===== config.mk =====
export PLATFORM = sky130hd
export DESIGN_NAME = my_ram8
export DESIGN_NICKNAME = d
export VERILOG_FILES = /design/src/rtl/my_ram8_pkg.sv /design/src/rtl/my_ram8_dmux8way.sv /design/src/rtl/my_ram8.sv
export SDC_FILE = /design/constraint.sdc
export NUM_CORES = 1
export LEC_CHECK = 0
export CAP_MARGIN = 20
export CORE_MARGIN = 5
export CORE_UTILIZATION = 61
export CTS_BUF_LIST = sky130_fd_sc_hd__clkbuf_4
export DETAILED_ROUTE_END_ITERATION = 8
export PLACE_DENSITY_LB_ADDON = 0.2
export SLEW_MARGIN = 20
export SYNTH_ARGS = -nofsm -noshare
export SYNTH_HDL_FRONTEND = slang
export SYNTH_SLANG_ARGS = --single-unit
export TNS_END_PERCENT = 5

===== constraint.sdc =====
create_clock -name clk -period 2.99 [get_ports clk]
set_clock_uncertainty 0.15 [all_clocks]
set_input_delay 0.897 -clock clk [delete_from_list [all_inputs] [get_ports clk]]
set_output_delay 0.897 -clock clk [all_outputs]
set_load 0.005 [all_outputs]

===== src/rtl/my_ram8_pkg.sv =====
// Shared sizing, types and the clear-engine state encoding for the RAM hierarchy.
package my_ram_pkg;

    localparam int WORD_W = 16;
    localparam int DEPTH  = 8;
    localparam int ADDR_W = 3;

    typedef logic [WORD_W-1:0] word_t;
    typedef logic [ADDR_W-1:0] addr_t;

    typedef enum logic {
        IDLE  = 1'b0,
        CLEAR = 1'b1
    } state_t;

    localparam addr_t LAST_ADDR = 3'd7;
    localparam word_t ZERO_WORD = 16'h0000;

endpackage


===== src/rtl/my_ram8_dmux8way.sv =====
// 1-to-8 demultiplexer: routes a single enable bit to the output selected by sel.
module my_dmux8way (
    input  logic       in,
    input  logic [2:0] sel,
    output logic       a,
    output logic       b,
    output logic       c,
    output logic       d,
    output logic       e,
    output logic       f,
    output logic       g,
    output logic       h
);

    // Decode sel into a one-hot copy of the input bit.
    always_comb begin
        a = 1'b0;
        b = 1'b0;
        c = 1'b0;
        d = 1'b0;
        e = 1'b0;
        f = 1'b0;
        g = 1'b0;
        h = 1'b0;
        case (sel)
            3'd0:    a = in;
            3'd1:    b = in;
            3'd2:    c = in;
            3'd3:    d = in;
            3'd4:    e = in;
            3'd5:    f = in;
            3'd6:    g = in;
            3'd7:    h = in;
            default: a = 1'b0;
        endcase
    end

endmodule


===== src/rtl/my_ram8.sv =====
// Eight-word 16-bit register bank with combinational read and a sequential
// clear engine that zeroes one word per cycle while busy is high.
module my_ram8
    import my_ram_pkg::*;
(
    input  logic              clk,
    input  logic              reset,
    input  logic [WORD_W-1:0] in,
    input  logic              load,
    input  logic [ADDR_W-1:0] address,
    input  logic              clr,
    output logic [WORD_W-1:0] out,
    output logic              busy
);

    state_t           r_state;
    state_t           w_next_state;
    addr_t            r_ptr;
    addr_t            w_next_ptr;
    word_t            r_word [DEPTH];
    logic             w_busy;
    logic             w_we;
    addr_t            w_wa;
    word_t            w_wdata;
    logic [DEPTH-1:0] w_en;

    assign w_busy = (r_state == CLEAR);
    assign busy   = w_busy;

    // While sweeping, the pointer owns the write port and user loads are dropped.
    assign w_we    = (load & ~w_busy) | w_busy;
    assign w_wa    = w_busy ? r_ptr : address;
    assign w_wdata = w_busy ? ZERO_WORD : in;

    my_dmux8way u_dmux (
        .in  (w_we),
        .sel (w_wa),
        .a   (w_en[0]),
        .b   (w_en[1]),
        .c   (w_en[2]),
        .d   (w_en[3]),
        .e   (w_en[4]),
        .f   (w_en[5]),
        .g   (w_en[6]),
        .h   (w_en[7])
    );

    // Word storage: each word loads when its decoded enable is set.
    always_ff @(posedge clk) begin
        if (reset) begin
            for (int i = 0; i < DEPTH; i++) begin
                r_word[i] <= ZERO_WORD;
            end
        end else begin
            for (int i = 0; i < DEPTH; i++) begin
                if (w_en[i]) begin
                    r_word[i] <= w_wdata;
                end else begin
                    r_word[i] <= r_word[i];
                end
            end
        end
    end

    // Clear-engine state and pointer register.
    always_ff @(posedge clk) begin
        if (reset) begin
            r_state <= IDLE;
            r_ptr   <= 3'd0;
        end else begin
            r_state <= w_next_state;
            r_ptr   <= w_next_ptr;
        end
    end

    // Clear-engine next state: the exit edge wraps ptr back to 0 for free.
    always_comb begin
        w_next_state = r_state;
        w_next_ptr   = r_ptr;
        case (r_state)
            IDLE: begin
                if (clr) begin
                    w_next_state = CLEAR;
                    w_next_ptr   = 3'd0;
                end else begin
                    w_next_state = IDLE;
                    w_next_ptr   = r_ptr;
                end
            end
            CLEAR: begin
                w_next_ptr = r_ptr + 3'd1;
                if (r_ptr == LAST_ADDR) begin
                    w_next_state = IDLE;
                end else begin
                    w_next_state = CLEAR;
                end
            end
            default: begin
                w_next_state = IDLE;
                w_next_ptr   = 3'd0;
            end
        endcase
    end

    // 8:1 read selector keyed by address.
    always_comb begin
        out = ZERO_WORD;
        case (address)
            3'd0:    out = r_word[0];
            3'd1:    out = r_word[1];
            3'd2:    out = r_word[2];
            3'd3:    out = r_word[3];
            3'd4:    out = r_word[4];
            3'd5:    out = r_word[5];
            3'd6:    out = r_word[6];
            3'd7:    out = r_word[7];
            default: out = ZERO_WORD;
        endcase
    end

endmodule


Word-level counts from Yosys, hierarchy flattened
Memory sizes are Yosys's and may differ from the RTL's. Index checks and enable logic that the tools add are counted.

RAM bits: 128. Memories kept: 1. Register bits after elaboration: 4. Output and inout bits: 17.

Multiplexer cells: 82. Reduce and logical (&&, ||, !) cells: 2. Add/subtract/negate cells: 1. Equality and inequality tests: 16. Bitwise gates (word level): 19.

Memory list: r_word (words 8, bits a word 16, rd ports 8, clocked after Yosys merged registers in 0, wr ports 8, RTL line my_ram8.sv:20) `word_t r_word [DEPTH];`.

Operators with widths (count): 16-bit 2-to-1 mux (17); 16-bit case mux with 8 select lines (1); 1-bit 2-to-1 mux (60); 3-bit == test (second input constant) (9); 1-bit OR (17); 3-bit by 2-bit == test with 1-bit output (second input constant) (4); 3-bit by 1-bit == test with 1-bit output (second input constant) (2); 3-bit zero test (2); 3-bit 2-to-1 mux (2); 3-bit case mux with 2 select lines (1); 3-bit by 1-bit adder with 3-bit output (second input constant) (1); 2-bit != test (second input constant) (1); 1-bit case mux with 2 select lines (1); 1-bit bitwise AND (1); 1-bit NOT (1).

Longest topological paths before layout
Gate-level depths: netlist (run 1).

Depth in word-level cells: 9. Depth in mapped cells: 6. Depth with buffers taken out: 4.

By module
From an unflattened synthesis (run 1), not the netlist that was laid out.

Cells, all modules: 432. Area, all modules: 6075.8 um2.

Modules (own cells, without submodules): my_ram8 (cells an instance 424, times used 1, area an instance 5980.7 um2); my_dmux8way (cells an instance 8, times used 1, area an instance 95.1 um2).

Worst setup path before layout (run 1)
No wires, ideal clock.

Path type: input -> output. Start: input address[0]. End: output out[0]. Slack: 169 ps. Arrival time: 1774 ps. Buffers on the path: 3. Stages: 6. Path through: buf_4 buf_2 nand2_1 buf_2 o22ai_1 o22a_1.

Cells in the longest elaborated chain, start to end: 2.

RTL lines: start, declared (RTL line my_ram8.sv:10) `input logic [ADDR_W-1:0] address,`; 3-bit == test, or another cell as far along (RTL line my_ram8.sv:108) `case (address)`; 16-bit case mux with 8 select lines (*) (RTL line my_ram8.sv:108); end, declared (RTL line my_ram8.sv:12) `output logic [WORD_W-1:0] out,`.

Mark *: on every way between the ends. The rest lies on a longest branch, timed or not.

Worst setup path after layout (run 1)
Start: input address[0]. End: output out[7].

Same word-level chain as after synthesis.

==> impl_results.md, run 1 <==
* Endpoints failing setup at 2
* Sequential area share after synthesis at 0.643
* Routed WL at 12,900 µm
* Footprint of the multi-input gates at approximately 0.0021 mm²
* Placed wire-length estimate at approximately 8000 µm
* Slew @ Worst Pin at between 0.7 and 0.8 ns
* Syn nets at around 460
* I/O Pins at 40
* Initial Utilization at 0.624
* CORE AREA at a little under 0.01 mm²
* Worst hold path class: flop to flop
* Worst setup slack after layout at -0.0463 ns
* Synth Register Bits at roughly 130
* Clk Latency, worst-skew pair at 0.51 ns
* R2R Setup Slk at about 1 ns
* Crit end category: primary output
* Setup TNS at -0.0854 ns
* H-tree depth at 4
* Full die area at ~0.012 mm²
* Global route overflow at 0
* F_max at approximately 330 MHz
* Startpoint types: input pin
* TritonCTS buffer count at 17
* Worst VDD drop at ~0.32 mV
* Crit share post-route at 1.02
* Status: finished with violations
* Port buffer count at 39
* Synth cell types at 35
* DR pass1 iterations at 4
* Top cells by area, synth: edfxtp_1 (63%), and2_1 (9.9%), mux2i_1 (7.7%), o22a_1 (2.2%), a211oi_1 (2.1%)
* Routability cong. at between 0.7 and 0.8
* Synth top area share at 0.630
* Starting DRT DRC Count at ~270
* Met2 usage at 0.401
* Die Wd at 110 µm
* Largest area contributor in the netlist: edfxtp_1
* GRT Util Overall at 0.233
* Vias at 3,655
* Die height at about 110 µm
* Hold Fails Final Rpt at 0
* GR Util met1 at 0.294
* First-pass GRT wire length at 20,400 µm
* Largest net degree at the start of global routing at between 40 and 50
* CTS max path bufs at 2
* Layout cells sized above 1 at 0.219
* Clock-pin slew on the worst setup and hold paths at approximately 0.11 ns
* Violated checks: negative setup slack
* CP required at between 1.5 and 2 ns
* FF/Latch Area at about 0.0039 mm²
* Post-Syn Area at 0.00610 mm²
* Hold slack at about 0.48 ns
* CTS tree: yes
* Power per Cell Area at between 500 and 600 mW/mm²
* CP Class: input pin to primary output
* Mean Syn Cell Area at 14.1 µm²
* Gr busiest metal: met2
* TritonCTS Sinks at ~130
* Antenna viol nets, final at 0
* # rows at 36
* Fillcell total at 619
* Min cycle time layout at roughly 3 ns
* Total Nets Final at 528
* Area growth, synth to finish at 20.6%
* Max Cap Violations at 0
* Vias in the first global route at just under 4,000
* Root Driver: clkbuf_4
* Initial antenna violation count at 0
* Pleak at roughly 2.8 nW
* RSZ-0062 raised after global routing: yes
* Arrival time worst endpoint at ~2.0 ns
* Met3 usage at 0.0530
* Mapped Cells at 434
* Post-CTS Hold Fix Bufs at 0
* Slew Limit Fails at 0
* Max-slew headroom at 0.467
* Number of remaining DRC errors at 0
* DR WL/cell at 19.8 µm
* N_diodes at 0
* Via/cell ratio at between 5 and 6
* CP max FO at 15
* Syn. warnings at 0
[kinds of logic (layout without fill, tap and decap cells)]
| kind of cell | after synthesis | count (layout) | synth area share |
|---|---|---|---|
| AND/OR/NAND/NOR | 155 | 155 | 0.165 |
| flip-flops | 132 | 132 | 0.643 |
| AO/OA/AOI/OAI | 63 | 63 | 0.0783 |
| multiplexers | 49 | 49 | 0.0808 |
| buffers and inverters | 33 | 115 | 0.0283 |
| adder cells (fa/ha/maj) | 2 | 2 | 0.00410 |
[critical path, stage by stage]
cell	delay (ns)
buf_6	0.12
buf_12	0.16
mux2i_2	0.26
a211oi_2	0.10
o22a_1	0.19
dlygate4sd2_1	0.26
[repair_timing]
item / 4_1_cts / 5_1_grt
endpoints found under the setup margin: 16 / 11
resized for setup: 76 / 17
buffers inserted: 1 / 0
gates cloned: 2 / 1
pin swaps: 30 / 7
[routing by layer]
layer / routed length (µm) / vias to the layer above / part of all wire
met5: 0 / - / 0
met4: 97 / 0 / 0.0075
met3: 798 / 8 / 0.062
met2: 6590 / 108 / 0.51
met1: 5390 / 1783 / 0.42
li1: - / 1756 / -
[sequential cells by signal, indices dropped and copies added, names as in the netlist]
register,cells
busy,1
r_word,128
r_ptr,3
[Yosys cell counts]
library cell,instances
nor2b_2,7
and3b_1,1
ha_1,2
nand3_1,1
clkbuf_1,15
buf_2,9
a211oi_1,17
o22ai_1,15
o32a_1,1
nor2_1,9
nor3b_1,17
buf_4,5
a21oi_1,3
and2_1,97
nand3b_1,2
nand2_1,4
a2bb2o_4,1
a21o_1,7
mux2i_1,47
and3_1,1
dfxtp_1,4
edfxtp_1,128
nor2b_1,4
mux2_2,2
o21ai_0,2
buf_6,1
inv_1,2
a22o_1,2
or3b_4,1
nand2b_1,5
nor2b_4,3
or2_2,1
buf_8,1
o22a_1,15
and2b_1,2
[power breakdown]
| group | switching, mW | internal [mW] | total (mW) |
|---|---|---|---|
| clock network | 0.593 | 0.426 | 1.02 |
| logic | 0.261 | 0.262 | 0.523 |
| registers | 0.0403 | 2.17 | 2.21 |
| total | 0.895 | 2.86 | 3.75 |
[per-stage QoR]
stage	cells	power, mW	util	setup WS, ns	cell area (µm²)
final	649	3.75	0.753	-0.0463	7360
after global routing	649	3.91	0.753	-0.0787	7360
after CTS	648	3.76	0.742	-0.0563	7250
after detailed placement	613	2.76	0.710	-0.933	6940
after global placement	612	2.73	0.707	-0.930	6910
after floorplan	434	2.51	-	0.169	6100
[placed cells by master, fill, tap and decap left out, types with 4 or more instances in the layout]
master,Yosys,layout
nor2b_1,4,4
o22ai_1,15,14
nor2_1,9,7
a211oi_2,0,7
a211oi_1,17,10
buf_4,5,24
buf_2,9,8
buf_16,0,5
and2_1,97,97
a21o_1,7,7
dfxtp_1,4,4
clkbuf_4,0,21
o22a_1,15,15
clkdlybuf4s50_1,0,20
edfxtp_1,128,128
nand2b_1,5,4
buf_12,0,10
nor2b_2,7,7
clkinv_1,0,8
nor3b_1,17,14
dlygate4sd2_1,0,4
mux2i_1,47,43
[path summary, 6_finish.rpt]
kind | to | start | cells after the start
max | out[7] | address[0] | 6
min | r_ptr[0] | r_ptr[0] | 2
max reg2reg | r_word[1][21] | busy | 5
min reg2reg | r_ptr[0] | r_ptr[0] | 2
[area by class of cell]
type | count | share of cell area
multi-input cells | 269 | 0.287
well taps | 133 | 0.0226
flip-flops and latches | 132 | 0.533
clock inverters | 11 | 0.00986
repair buffers | 81 | 0.125
clock buffers | 21 | 0.0214
inverters | 2 | 0.00102
Power figures use the tool's default switching activity.
==> run 2, diff against run 1 <==
--- a/config.mk
+++ b/config.mk
@@ -7,7 +7,7 @@
 export LEC_CHECK = 0
 export CAP_MARGIN = 20
 export CORE_MARGIN = 5
-export CORE_UTILIZATION = 61
+export CORE_UTILIZATION = 60
 export CTS_BUF_LIST = sky130_fd_sc_hd__clkbuf_4
 export DETAILED_ROUTE_END_ITERATION = 8
 export PLACE_DENSITY_LB_ADDON = 0.2
==> impl_results.md, run 2 (synthesis results as in run 1) <==
* Pre-CTS worst setup slack at -0.906 ns
* Starting DRT DRC Count at ~310
* Number of remaining DRC errors at 0
* CORE AREA at slightly below 0.01 mm²
* Pleak at between 2 and 3 nW
* Clk Latency, worst-skew pair at 0.49 ns
* Status: finished with violations
* Endpoints failing setup at 3
* WP buf/inv at 3
* Fillcell total at ~630
* Cell Area, Placed at roughly 0.0069 mm²
* Initial Utilization at 0.619
* Routability cong. at 0.785
* Most frequent cells in the layout: edfxtp_1 (128), and2_1 (97), mux2i_1 (42), buf_4 (26), clkdlybuf4s50_1 (20)
* TritonCTS buffer count at 17
* Crit path cell chain: buf_12 -> bufbuf_16 -> nor3b_1 -> a211oi_2 -> o22a_1 -> clkbuf_2
* DR pass1 iterations at 6
* Cells after DPL at between 600 and 700
* CTS max path bufs at 2
* N_diodes at 0
* Port buffer count at 39
* Cell Count, Final, Fillers Out at between 600 and 700
* Area growth, synth to finish at 22.1%
* Full die area at 0.0123 mm²
* CP required at between 1.5 and 2 ns
* Min cycle time layout at 3.01 ns
* Max-slew headroom at 0.585
* Finished Cell Area at around 0.0074 mm²
* Max Cap Violations at 0
* Slew Limit Fails at 0
* Crit share post-route at 1.01
* Via/cell ratio at between 5 and 6
* Die height at 111 µm
* RSZ-0062 raised after global routing: yes
* Slowest cell on the critical path: nor3b_1
* Power per Cell Area at 528 mW/mm²
* Kind of cell adding the most delay to the critical path: buffers and inverters
* Largest net degree at the start of global routing at 38
* F_max at roughly 330 MHz
* Worst VDD drop at between 0.4 and 0.5 mV
* Antenna viol nets, final at 0
* Crit end category: primary output
* Worst hold path startpoint: r_ptr[0]
* CP Class: input pin to primary output
* Die Wd at between 100 and 150 µm
* Most flops, register: r_word
* DR WL/cell at 20.6 µm
* Clock-pin slew on the worst setup and hold paths at between 0.1 and 0.15 ns
* Routed WL at 13,400 µm
* Total Nets Final at 532
* # rows at 36
* Worst setup slack after layout at -0.0186 ns
* CTS tree: yes
* First-pass GRT wire length at roughly 21,000 µm
* Violated checks: negative setup slack
* Vias at 3,791
* Global route overflow at 0
* Arrival time worst endpoint at about 2.0 ns
* Root Driver: clkbuf_4
* Startpoint types: input pin
* Slew @ Worst Pin at about 0.62 ns
* CP startpoint: address[0]
* GRT Util Overall at 0.221
* Max reg flops at roughly 130
* Layout cells sized above 1 at 0.241
* Largest stage delay on the critical path at 0.31 ns
* TritonCTS Sinks at around 130
* I/O Pins at 40
* Worst r2r src: busy
* CP max FO at 8
* R2R Setup Slk at a little over 1 ns
* Initial antenna violation count at 0
* Commonest non-fill, non-tap cell in the layout: edfxtp_1
* H-tree depth at 4
* Vias in the first global route at about 3,800
* Placed wire-length estimate at ~8000 µm
* Worst hold path class: flop to flop
* Hold Fails Final Rpt at 0
[run 2: cell types whose count changed in the layout (fill, tap and decap cells not counted), sizes merged]
cell	change
bufinv	+2
buf	+2
clkinv	-5
bufbuf	+1
dlygate4sd2	-1
clkinvlp	+3
[run 2: final timing paths]
kind / to / cells past startpoint
worst max-delay path: out[15] / 6
worst min-delay path: r_ptr[0] / 2
worst max register to register: r_word[1][41] / 5
worst min register to register: r_ptr[0] / 2
[run 2: metrics by stage]
step	util	hold slack [ns]	setup TNS, ns	power [mW]
2_1_floorplan	-	0.402	0	2.51
3_3_place_gp	0.700	0.434	-19.08	2.73
3_5_place_dp	0.703	0.439	-19.84	2.76
4_1_cts	0.748	0.467	-0.236	3.95
5_1_grt	0.755	0.521	-0.335	4.10
6_report	0.755	0.465	-0.0330	3.94
[run 2: what timing repair did]
| item | 4_1_cts | 5_1_grt |
|---|---|---|
| resized for setup | 83 | 16 |
| hold endpoints to repair | 0 | 0 |
| gates cloned | 2 | 1 |
| hold buffers | 0 | 0 |
| endpoints found under the setup margin | 16 | 12 |
| buffers inserted | 5 | 1 |
| pin swaps | 29 | 10 |
[run 2: final cells by class]
class                   count  area, µm²  area share
well taps                 133        166      0.0223
repair buffers             85        967       0.130
multi-input cells         269       2100       0.282
clock inverters            11        138      0.0185
inverters                   2       7.51     0.00101
clock buffers              19        143      0.0191
flip-flops and latches    132       3920       0.527
[run 2: tightest hold or removal path: stages, from the launching register on]
cell and delay [ns]:
dfxtp_1 0.38, mux2i_1 0.14, nor2_1 0.07
[run 2: per-layer routing]
metal  vias up  routed length (µm)  part of all wire  GRT usage
li1       1767                   -                 -          -
met1      1859                5530              0.41      0.310
met2       153                6600              0.49      0.353
met3        12                1130             0.084     0.0415
met4         0                 152             0.011     0.0657
met5         -                   0                 0          0
[run 2: power breakdown]
group          internal [mW]  switching (mW)
sequential              2.17          0.0397
clock                  0.581           0.607
combinational          0.268           0.269
total                   3.02           0.916
==> run 3, diff against run 2 <==
==> constraint.sdc (replaced) <==
create_clock -name clk -period 3.2 [get_ports clk]
set_clock_uncertainty 0.15 [all_clocks]
set_input_delay 0.96 -clock clk [delete_from_list [all_inputs] [get_ports clk]]
set_output_delay 0.96 -clock clk [all_outputs]
set_load 0.005 [all_outputs]
==> impl_results.md, run 3 (synthesis results as in run 1) <==
* Worst hold path class: flop to flop
* Max-slew headroom at 0.433
* Layout cells sized above 1 at 0.193
* I/O Pins at 40
* Min cycle time layout at between 3 and 4 ns
* Crit end category: primary output
* Setup TNS at -0.491 ns
* Status: finished with violations
* Placed wire-length estimate at 7790 µm
* Endpoints failing setup at 3
* RSZ-0062 raised after global routing: yes
* Power per Cell Area at 537 mW/mm²
* Die height at between 100 and 150 µm
* # Post-CTS Setup Buffers at 0
* Antenna viol nets, final at 0
* Pleak at roughly 2.9 nW
* Via/cell ratio at 5.70
* Clock-pin slew on the worst setup and hold paths at around 0.11 ns
* Worst setup slack after layout at -0.171 ns
* CTS max path bufs at 2
* CP max FO at 16
* Initial Utilization at 0.619
* CTS tree: yes
* Largest stage delay on the critical path at roughly 0.50 ns
* Max reg flops at between 100 and 150
* Startpoint types: input pin
* CP required at 2.09 ns
* Slowest cell on the critical path: clkdlybuf4s50_1
* Die Wd at ~110 µm
* Crit share post-route at 1.05
* Largest net degree at the start of global routing at 47
* DR WL/cell at 19.8 µm
* H-tree depth at 4
* DR pass1 iterations at 7
* Total Nets Final at ~520
* First-pass GRT wire length at 20,300 µm
* Initial antenna violation count at 0
* Global route overflow at 0
* Most flops, register: r_word
* Number of remaining DRC errors at 0
* Violated checks: negative setup slack
* Commonest non-fill, non-tap cell in the layout: edfxtp_1
* GRT Util Overall at 0.217
* Finished Cell Area at 0.00744 mm²
* F_max at 297 MHz
* Final core occ at 0.754
* Vias at between 3,000 and 4,000
* Fillcell total at 607
* CORE AREA at 0.00986 mm²
* Worst VDD drop at 0.362 mV
* CP Class: input pin to primary output
* Full die area at about 0.012 mm²
* Kind of cell adding the most delay to the critical path: buffers and inverters
* Area growth, synth to finish at 21.9%
* Arrival time worst endpoint at around 2.3 ns
* Routability cong. at around 0.76
* Port buffer count at 39
* Hold slack at between 0.4 and 0.5 ns
* Root Driver: clkbuf_4
* N_diodes at 0
* WP buf/inv at 3
* Met3 usage at 0.0524
* Slew @ Worst Pin at 0.851 ns
* Slew Limit Fails at 0
* Routed WL at 12,700 µm
* Met2 usage at 0.358
* GR Util met1 at 0.288
* Crit path cell chain: buf_12 -> buf_16 -> nor3b_1 -> a211oi_1 -> o22a_1 -> clkdlybuf4s50_1
* Max Cap Violations at 0
* Vias in the first global route at 3,767
* Power, Total at ~4 mW
* Gr busiest metal: met2
* Hold Fails Final Rpt at 0
* TritonCTS buffer count at 17
* TritonCTS Sinks at between 100 and 150
* Cell Area, Placed at slightly below 0.007 mm²
* Most frequent cells in the layout: edfxtp_1 (128), and2_1 (97), mux2i_1 (44), clkdlybuf4s50_1 (23)
* Starting DRT DRC Count at ~360
* # rows at 36
* Clk Latency, worst-skew pair at roughly 0.52 ns
* Post-CTS Hold Fix Bufs at 0
run 3: cell count changes in the layout (fill, tap and decap cells not counted), sizes merged:
cell           previous run  this run
dlymetal6s2s              0         1
clkdlybuf4s50            20        23
buf                      54        38
clkbuf                   23        17
bufbuf                    1         0
bufinv                    3         7
clkdlybuf4s15             3         1
clkinv                    4         7
clkinvlp                  4         1
dlygate4sd2               3        11
run 3: tightest hold or removal path: stages (launching register included):
cell and delay, ns:
dfxtp_1 0.38, mux2i_1 0.13, nor2_1 0.07
run 3: final cells by class:
type	instances	area, µm²	area share
Timing Repair Buffer	74	876	0.118
Sequential cell	132	3920	0.528
Clock buffer	17	128	0.0172
Multi-Input combinational cell	269	2070	0.279
Inverter	2	7.51	0.00101
Clock inverter	15	260	0.0350
Tap cell	133	166	0.0224
run 3: where the power goes:
part / internal [mW] / switching [mW]
Clock: 0.850 / 0.596
Sequential: 2.03 / 0.0374
Combinational: 0.239 / 0.240
Total: 3.12 / 0.874
run 3: per-layer routing:
| layer | up-vias | wire length (µm) |
|---|---|---|
| met4 | 0 | 174 |
| met1 | 1773 | 5470 |
| met3 | 14 | 827 |
| met5 | - | 0 |
| li1 | 1750 | - |
| met2 | 122 | 6260 |
run 3: worst paths after layout:
path / startpoint / end / slack, ns / cells past startpoint
worst max-delay path: address[2] / out[2] / -0.17 / 6
worst min-delay path: r_ptr[0] / r_ptr[0] / 0.46 / 2
worst max register to register: busy / r_word[1][2] / 0.90 / 4
worst min register to register: r_ptr[0] / r_ptr[0] / 0.46 / 2
run 3: timing repair:
action / CTS / global route
pin swaps: 24 / 5
gates resized for setup: 41 / 11
gates cloned: 3 / 0
endpoints found under the setup margin: 16 / 16
run 3: metrics by stage:
stage / setup slack [ns] / instances
2_1_floorplan: 0.253 / 434
3_3_place_gp: -0.739 / 606
3_5_place_dp: -0.743 / 607
4_1_cts: -0.198 / 642
5_1_grt: -0.213 / 642
6_report: -0.171 / 642
